File: config.mk
export PLATFORM = sky130hd
export DESIGN_NAME = mux_deserializer
export DESIGN_NICKNAME = d
export VERILOG_FILES = /design/src/rtl/mux_deserializer.sv
export SDC_FILE = /design/constraint.sdc
export NUM_CORES = 1
export LEC_CHECK = 0
export ABC_AREA = 1
export BUFFER_PORTS_ARGS = -buffer_cell sky130_fd_sc_hd__buf_2
export CAP_MARGIN = 20
export CORE_UTILIZATION = 53
export DETAILED_ROUTE_END_ITERATION = 6
export PLACE_DENSITY = 0.85
export SYNTH_ARGS = -nofsm -noshare
export SYNTH_HDL_FRONTEND = slang
export SYNTH_SLANG_ARGS = --single-unit
File: constraint.sdc
create_clock -name clk -period 2.1 [get_ports clk]
set_input_delay 0.42 -clock clk [delete_from_list [all_inputs] [get_ports clk]]
set_output_delay 0.42 -clock clk [all_outputs]
set_load 0.02 [all_outputs]
File: src/rtl/mux_deserializer.sv
// Rebuilds an 8-bit word from (index, bit) pairs of an 8:1 bit-select stream.
// Out-of-order indices and stalled sweeps abort the word and are counted.
module mux_deserializer #(
    parameter int unsigned TIMEOUT = 16
) (
    input  logic       clk,
    input  logic       rst_n,
    input  logic       valid,
    input  logic [2:0] a,
    input  logic       y,
    output logic [7:0] data,
    output logic       data_valid,
    output logic       seq_err,
    output logic [7:0] frame_count,
    output logic [7:0] err_count
);

    typedef enum logic {
        IDLE,
        COLLECT
    } state_t;

    localparam logic [8:0] TIMEOUT_W = 9'(TIMEOUT);

    state_t     state, state_nxt;
    logic [7:0] buffer, buffer_nxt;
    logic [2:0] expect_idx, expect_nxt;
    logic [7:0] idle_cnt, idle_nxt;
    logic [8:0] idle_inc;
    logic [7:0] data_nxt;
    logic       data_valid_nxt;
    logic       seq_err_nxt;
    logic [7:0] frame_nxt;
    logic [7:0] err_nxt;
    logic [7:0] err_sat;

    always_ff @(posedge clk) begin
        if (!rst_n) begin
            state       <= IDLE;
            buffer      <= '0;
            expect_idx  <= '0;
            idle_cnt    <= '0;
            data        <= '0;
            data_valid  <= 1'b0;
            seq_err     <= 1'b0;
            frame_count <= '0;
            err_count   <= '0;
        end else begin
            state       <= state_nxt;
            buffer      <= buffer_nxt;
            expect_idx  <= expect_nxt;
            idle_cnt    <= idle_nxt;
            data        <= data_nxt;
            data_valid  <= data_valid_nxt;
            seq_err     <= seq_err_nxt;
            frame_count <= frame_nxt;
            err_count   <= err_nxt;
        end
    end

    assign idle_inc = {1'b0, idle_cnt} + 9'd1;
    assign err_sat  = (err_count == 8'hFF) ? err_count : err_count + 8'd1;

    always_comb begin
        state_nxt      = state;
        buffer_nxt     = buffer;
        expect_nxt     = expect_idx;
        idle_nxt       = idle_cnt;
        data_nxt       = data;
        data_valid_nxt = 1'b0;
        seq_err_nxt    = 1'b0;
        frame_nxt      = frame_count;
        err_nxt        = err_count;

        case (state)
            IDLE: begin
                // Stray indices are dropped silently until a sweep starts at 0.
                if (valid && a == 3'd0) begin
                    buffer_nxt = {7'b0, y};
                    expect_nxt = 3'd1;
                    idle_nxt   = '0;
                    state_nxt  = COLLECT;
                end
            end

            COLLECT: begin
                if (valid) begin
                    idle_nxt = '0;
                    if (a == expect_idx) begin
                        buffer_nxt[a] = y;
                        expect_nxt    = expect_idx + 3'd1;
                        if (a == 3'd7) begin
                            data_nxt       = {y, buffer[6:0]};
                            data_valid_nxt = 1'b1;
                            frame_nxt      = frame_count + 8'd1;
                            buffer_nxt     = '0;
                            expect_nxt     = '0;
                            state_nxt      = IDLE;
                        end
                    end else begin
                        seq_err_nxt = 1'b1;
                        err_nxt     = err_sat;
                        buffer_nxt  = '0;
                        if (a == 3'd0) begin
                            buffer_nxt[0] = y;
                            expect_nxt    = 3'd1;
                        end else begin
                            expect_nxt = '0;
                            state_nxt  = IDLE;
                        end
                    end
                end else if (idle_inc >= TIMEOUT_W) begin
                    seq_err_nxt = 1'b1;
                    err_nxt     = err_sat;
                    buffer_nxt  = '0;
                    expect_nxt  = '0;
                    idle_nxt    = '0;
                    state_nxt   = IDLE;
                end else begin
                    idle_nxt = idle_inc[7:0];
                end
            end

            default: state_nxt = IDLE;
        endcase
    end

endmodule

* Word-level counts from Yosys, hierarchy flattened *
Cells that the tools add are included.

operators by class
  add/subtract/negate cells = 4
  $lt $le $gt $ge = 3
  eq/ne operators = 6
  mux-type cells = 36
  bitwise gates (word level) = 1
  reduce and logical (&&, ||, !) cells = 9

operators with widths
  operator             count
  $mux 8               12
  $pmux 8 s2           2
  $add 8x1->8 const B  2
  $mux 3               5
  $mux 1               13
  $add 8x1->9 const B  1
  $ge 9x5->1 const B   1
  $bwmux 8             1
  $eq 8x8->1 const B   1
  $reduce_and 4->1     2
  $pmux 3 s2           1
  $lt 3x4->1 const B   1
  $ne 2x2->1 const B   2
  $reduce_and 2->1     2
  $add 3x1->3 const B  1
  $demux 1 s3          1
  $eq 3x3->1           1
  $eq 3x3->1 const B   1
  $ge 3x1->1 const B   1
  $logic_not 3->1      1
  $ne 3x2->1 const B   1
  $reduce_and 3->1     1
  $logic_and 1x1->1    2
  $pmux 1 s2           1
  other kinds (2)      2

storage, ports and cells
  register bits = 46
  logic and storage cells = 68

* Depth between registers and ports, before layout *
  depth in word-level cells = 9
  depth in mapped cells = 12
  depth with buffers taken out = 12

* Worst setup path after synthesis *
OpenSTA, ideal clock, no wires.

  kind = register to register
  start point = reg idle_cnt[0]
  end point = reg err_count[6]
  setup time = 0.130 ns
  data arrival time = 1.432 ns
  slack = 0.538 ns
  stages on the path, launching flop included = 12
  path buffers = 1
  clock period less this slack = 1.562 ns
  cell sequence = dfxtp_1 > ha_1 > nand3_2 > o21ai_2 > nand2_1 > nand2_1 > nand2_2 > nand2_4 > buf_6 > nand4_1 > nand2_1 > nor2_1

between the ends
  word-level cells in the longest chain between the ends = 4

RTL lines
  what                         RTL line  source
  start, declared              28        logic [7:0] idle_cnt, idle_nxt;
  start signal, assigned       52        idle_cnt <= idle_nxt;
  $add 8x1->9                  61        assign idle_inc = {1'b0, idle_cnt} + 9'd1;
  $ge 9x5->1                   112       end else if (idle_inc >= TIMEOUT_W) begin
  $reduce_bool 2->1 (no line)  --
  $reduce_and 3->1 (no line)   --
  end signal, assigned         57        err_count <= err_nxt;
  end, declared                15        output logic [7:0] err_count

No other way between the ends.
A chain may end at the register's enable or synchronous reset.

* Worst setup path after layout *
  start point = reg idle_cnt[0]
  end point = reg expect_idx[0]

between the ends
  word-level cells in the longest chain between the ends = 4

RTL lines
  what                        RTL line  source
  $add 8x1->9                 61
  $ge 9x5->1                  112
  $ne 3x2->1 (no line)        --
  $reduce_and 2->1 (no line)  --
  end signal, assigned        51        expect_idx <= expect_nxt;
  end, declared               27        logic [2:0] expect_idx, expect_nxt;

No other way between the ends.

==> results.rst <==
.. list-table::
   :header-rows: 1

   * - Metric
     - Value
   * - Status
     - finished, final reports clean
   * - Wire length of the first global-routing pass
     - 7783 um
   * - Antenna violations before repair
     - 0
   * - Library cell used as clock root buffer
     - clkbuf_8
   * - Final Critical Period
     - 1808 ps
   * - Period utilization
     - 86.07%
   * - Post-layout nets
     - 368
   * - Post-DP HPWL
     - 3382 um
   * - Sum of negative setup slack
     - 0 ps
   * - Fraction of final layout cells with drive strength greater than 1
     - 18.21%
   * - Number of routed nets with antenna violations
     - 0
   * - Static leakage
     - 0.001069 uW
   * - Data required time of the worst path
     - 2330 ps
   * - CTS H-tree lvls
     - 2
   * - Horizontal extent of the die
     - 68.50 um
   * - Clock latency on the worst-skew pair
     - 300 ps
   * - Via count of the first global-routing pass
     - 1,790
   * - Quantity of gates resized following cts
     - 0
   * - Number of buffers on the longest clock path
     - 2
   * - Global Route Usage Sum
     - 22.37%
   * - Die area
     - 4692 um^2
   * - Cell area after synthesis
     - 2343 um^2
   * - Area grow syn2layout
     - 12.17%
   * - Peak supply drop
     - 368.1 uV
   * - Transition time at the pin with the least slew margin
     - 479.3 ps
   * - Worst EP arrival
     - 2030 ps
   * - Power Dens Cells
     - 611.0 nW/um^2
   * - Sequential fraction of the synthesis area
     - 38.44%
   * - First drt pass iteration count
     - 4
   * - Clock slew at reported path FFs
     - 90 ps
   * - Iteration-0 DRC count of the detailed router
     - 123
   * - Routability-driven placement congestion ratio
     - 0.9679
   * - Number of fill cells
     - 368
   * - Final Routed Wirelength
     - 4818 um
   * - Number of ports placed on the die boundary
     - 33
   * - Most frequent standard cell in the layout excluding fill and tap cells
     - nand2_1
   * - Hold_buf cts
     - 0
   * - Clock tree skew after final layout
     - 6.720 ps
   * - Detailed-route wire length per cell
     - 11.84 um
   * - Floorplan die height
     - 68.50 um
   * - Buffer count from post-CTS setup fixing
     - 0
   * - CP Max Fanout
     - 18
   * - Vias after detailed routing
     - 2,167
   * - Yosys synthesis warning count
     - 0
   * - Rows
     - 23
   * - Slew Limit Headroom
     - 67.80%
   * - Total count of hold-check failures in the final report
     - 0
   * - Total clock buffers created by CTS
     - 5
   * - Core area
     - 4115 um^2
   * - Effective utilization at floorplan
     - 56.95%
   * - Max-capacitance violation count
     - 0
   * - Peak clock frequency supported by timing
     - 0.5532 GHz
   * - Number of input and output port buffers inserted
     - 32
   * - Cells after Synth
     - 325
   * - Total nets after synthesis
     - 337
   * - Number of pins exceeding their max-slew limit in the final report
     - 0
   * - Final worst setup slack
     - 292.5 ps
   * - Grt total ovfl
     - 0
   * - Setup repair after global routing missed its margin
     - false
   * - Post-synthesis average cell area
     - 7.211 um^2
   * - DRC violation count after routing
     - 0
   * - Final-report setup violation count
     - 0
   * - Number of distinct library cells after synthesis
     - 33
   * - Worst setup slack after placement
     - 196.0 ps
   * - Clock tree from TritonCTS
     - built
   * - Worst min-delay path class
     - in -> reg
   * - Clock Sink Count
     - 45
   * - Number of diodes added for antenna fixing
     - 0
   * - Category of the most critical setup path
     - reg -> reg
   * - Pin count of the biggest net entering global routing
     - 25
   * - Kind of start point of the critical path
     - register
   * - Most frequent cells in the layout
     - nand2_1, dfxtp_1, a21oi_1, inv_1, buf_2
   * - Via-per-instance ratio
     - 5.324
   * - Yosys reg bits
     - 45
   * - Crit end category
     - register
flip-flops by register name, summed over array words and instances (netlist names):
| register | count |
|---|---|
| buffer | 7 |
| frame_count | 8 |
| data_valid | 1 |
| state | 1 |
| idle_cnt | 8 |
| seq_err | 1 |
| data | 8 |
| err_count | 8 |
| expect_idx | 3 |
logic make-up (layout without fill, tap and decap cells):
kind of cell | after synthesis | after routing | synth area share [%]
buffers and inverters | 48 | 80 | 9.023
and+or+nand+nor | 174 | 174 | 36.31
adders and majority gates | 5 | 5 | 2.670
AOI/OAI and AO/OA | 43 | 43 | 9.824
xor gates and xnor gates | 10 | 10 | 3.738
DFF | 45 | 45 | 38.44
metrics by stage:
step	cell area [um^2]	utilization (%)	hold WS (ps)	std cells	total power [uW]
finish	2629	63.88	434.3	407	1606
global route	2629	63.88	435.6	407	1659
CTS	2629	63.88	427.5	407	1623
detailed placement	2517	61.17	453.0	399	974.1
global placement	2517	61.17	451.0	399	972.8
floorplan	2344	-	439.0	325	945.1
layout make-up:
cell class                 count  area [um^2]  area share [%]
multi-input combinational    232         1231           46.83
tap                           50        62.56           2.380
inverter                      37        140.1           5.331
clock buffer                   6        72.57           2.761
sequential                    45        900.9           34.27
clock inverter                 2        38.79           1.475
timing repair buffer          35        182.7           6.949
power by group:
part	leakage, uW	internal [uW]	switching, uW
logic	0.000651	25.8	70.4
registers	0.000363	856	2.67
clock network	0.0000554	357	294
worst paths after layout:
check | startpoint | endpoint | slack [ps] | depth (start not counted)
worst min-delay path | y | data[7]$_SDFFE_PN0P_ | 430 | 3
worst min register to register | buffer[1]$_SDFFE_PN0P_ | data[1]$_SDFFE_PN0P_ | 460 | 2
worst max register to register | idle_cnt[0]$_SDFFE_PN0P_ | expect_idx[0]$_SDFFE_PN0P_ | 290 | 11
worst max-delay path | idle_cnt[0]$_SDFFE_PN0P_ | expect_idx[0]$_SDFFE_PN0P_ | 290 | 11
critical path, cell delays in order (launching register included):
cell and delay [ps]:
dfxtp_1 410, ha_1 260, nand3_2 120, o21ai_2 150, nand2_1 70, nand2_1 70
nand2_2 70, nand2_4 200, nand2_1 150, nand2_1 80, nand2_1 40, a21oi_1 120
layer usage:
metal,share of wire (%),global-route usage (%),vias up
met5,0,0,-
met4,1.9,10.94,0
met3,4.8,3.454,8
met2,44,35.05,60
met1,49,29.77,972
li1,-,-,1127
synth_stat cells:
cell type / instances / area, um^2
nor3_1: 11 / 55.05
nand2_1: 84 / 315.3
o21a_1: 1 / 7.510
nand2_4: 2 / 22.52
a21oi_2: 2 / 17.52
nor2_2: 4 / 25.02
nand3_2: 5 / 50.05
nor2_1: 15 / 56.30
nor2_4: 2 / 22.52
o21ai_1: 1 / 5.000
nand3_1: 27 / 135.1
nor3b_1: 3 / 22.52
or2_1: 1 / 6.260
clkinv_1: 2 / 7.510
o21ai_2: 1 / 8.760
ha_1: 5 / 62.56
buf_6: 3 / 33.78
o21ai_0: 4 / 20.02
buf_4: 1 / 7.510
inv_2: 2 / 7.510
a21oi_1: 33 / 165.2
inv_1: 32 / 120.1
xor2_1: 3 / 26.28
nand2_2: 3 / 18.77
clkinv_2: 1 / 5.000
dfxtp_1: 45 / 900.9
a31oi_1: 1 / 6.260
xnor2_1: 7 / 61.31
nand3_4: 1 / 17.52
clkbuf_1: 4 / 15.01
nand4_1: 13 / 81.33
nand3b_1: 3 / 22.52
buf_2: 3 / 15.01
(Power assumes the default switching activity.)
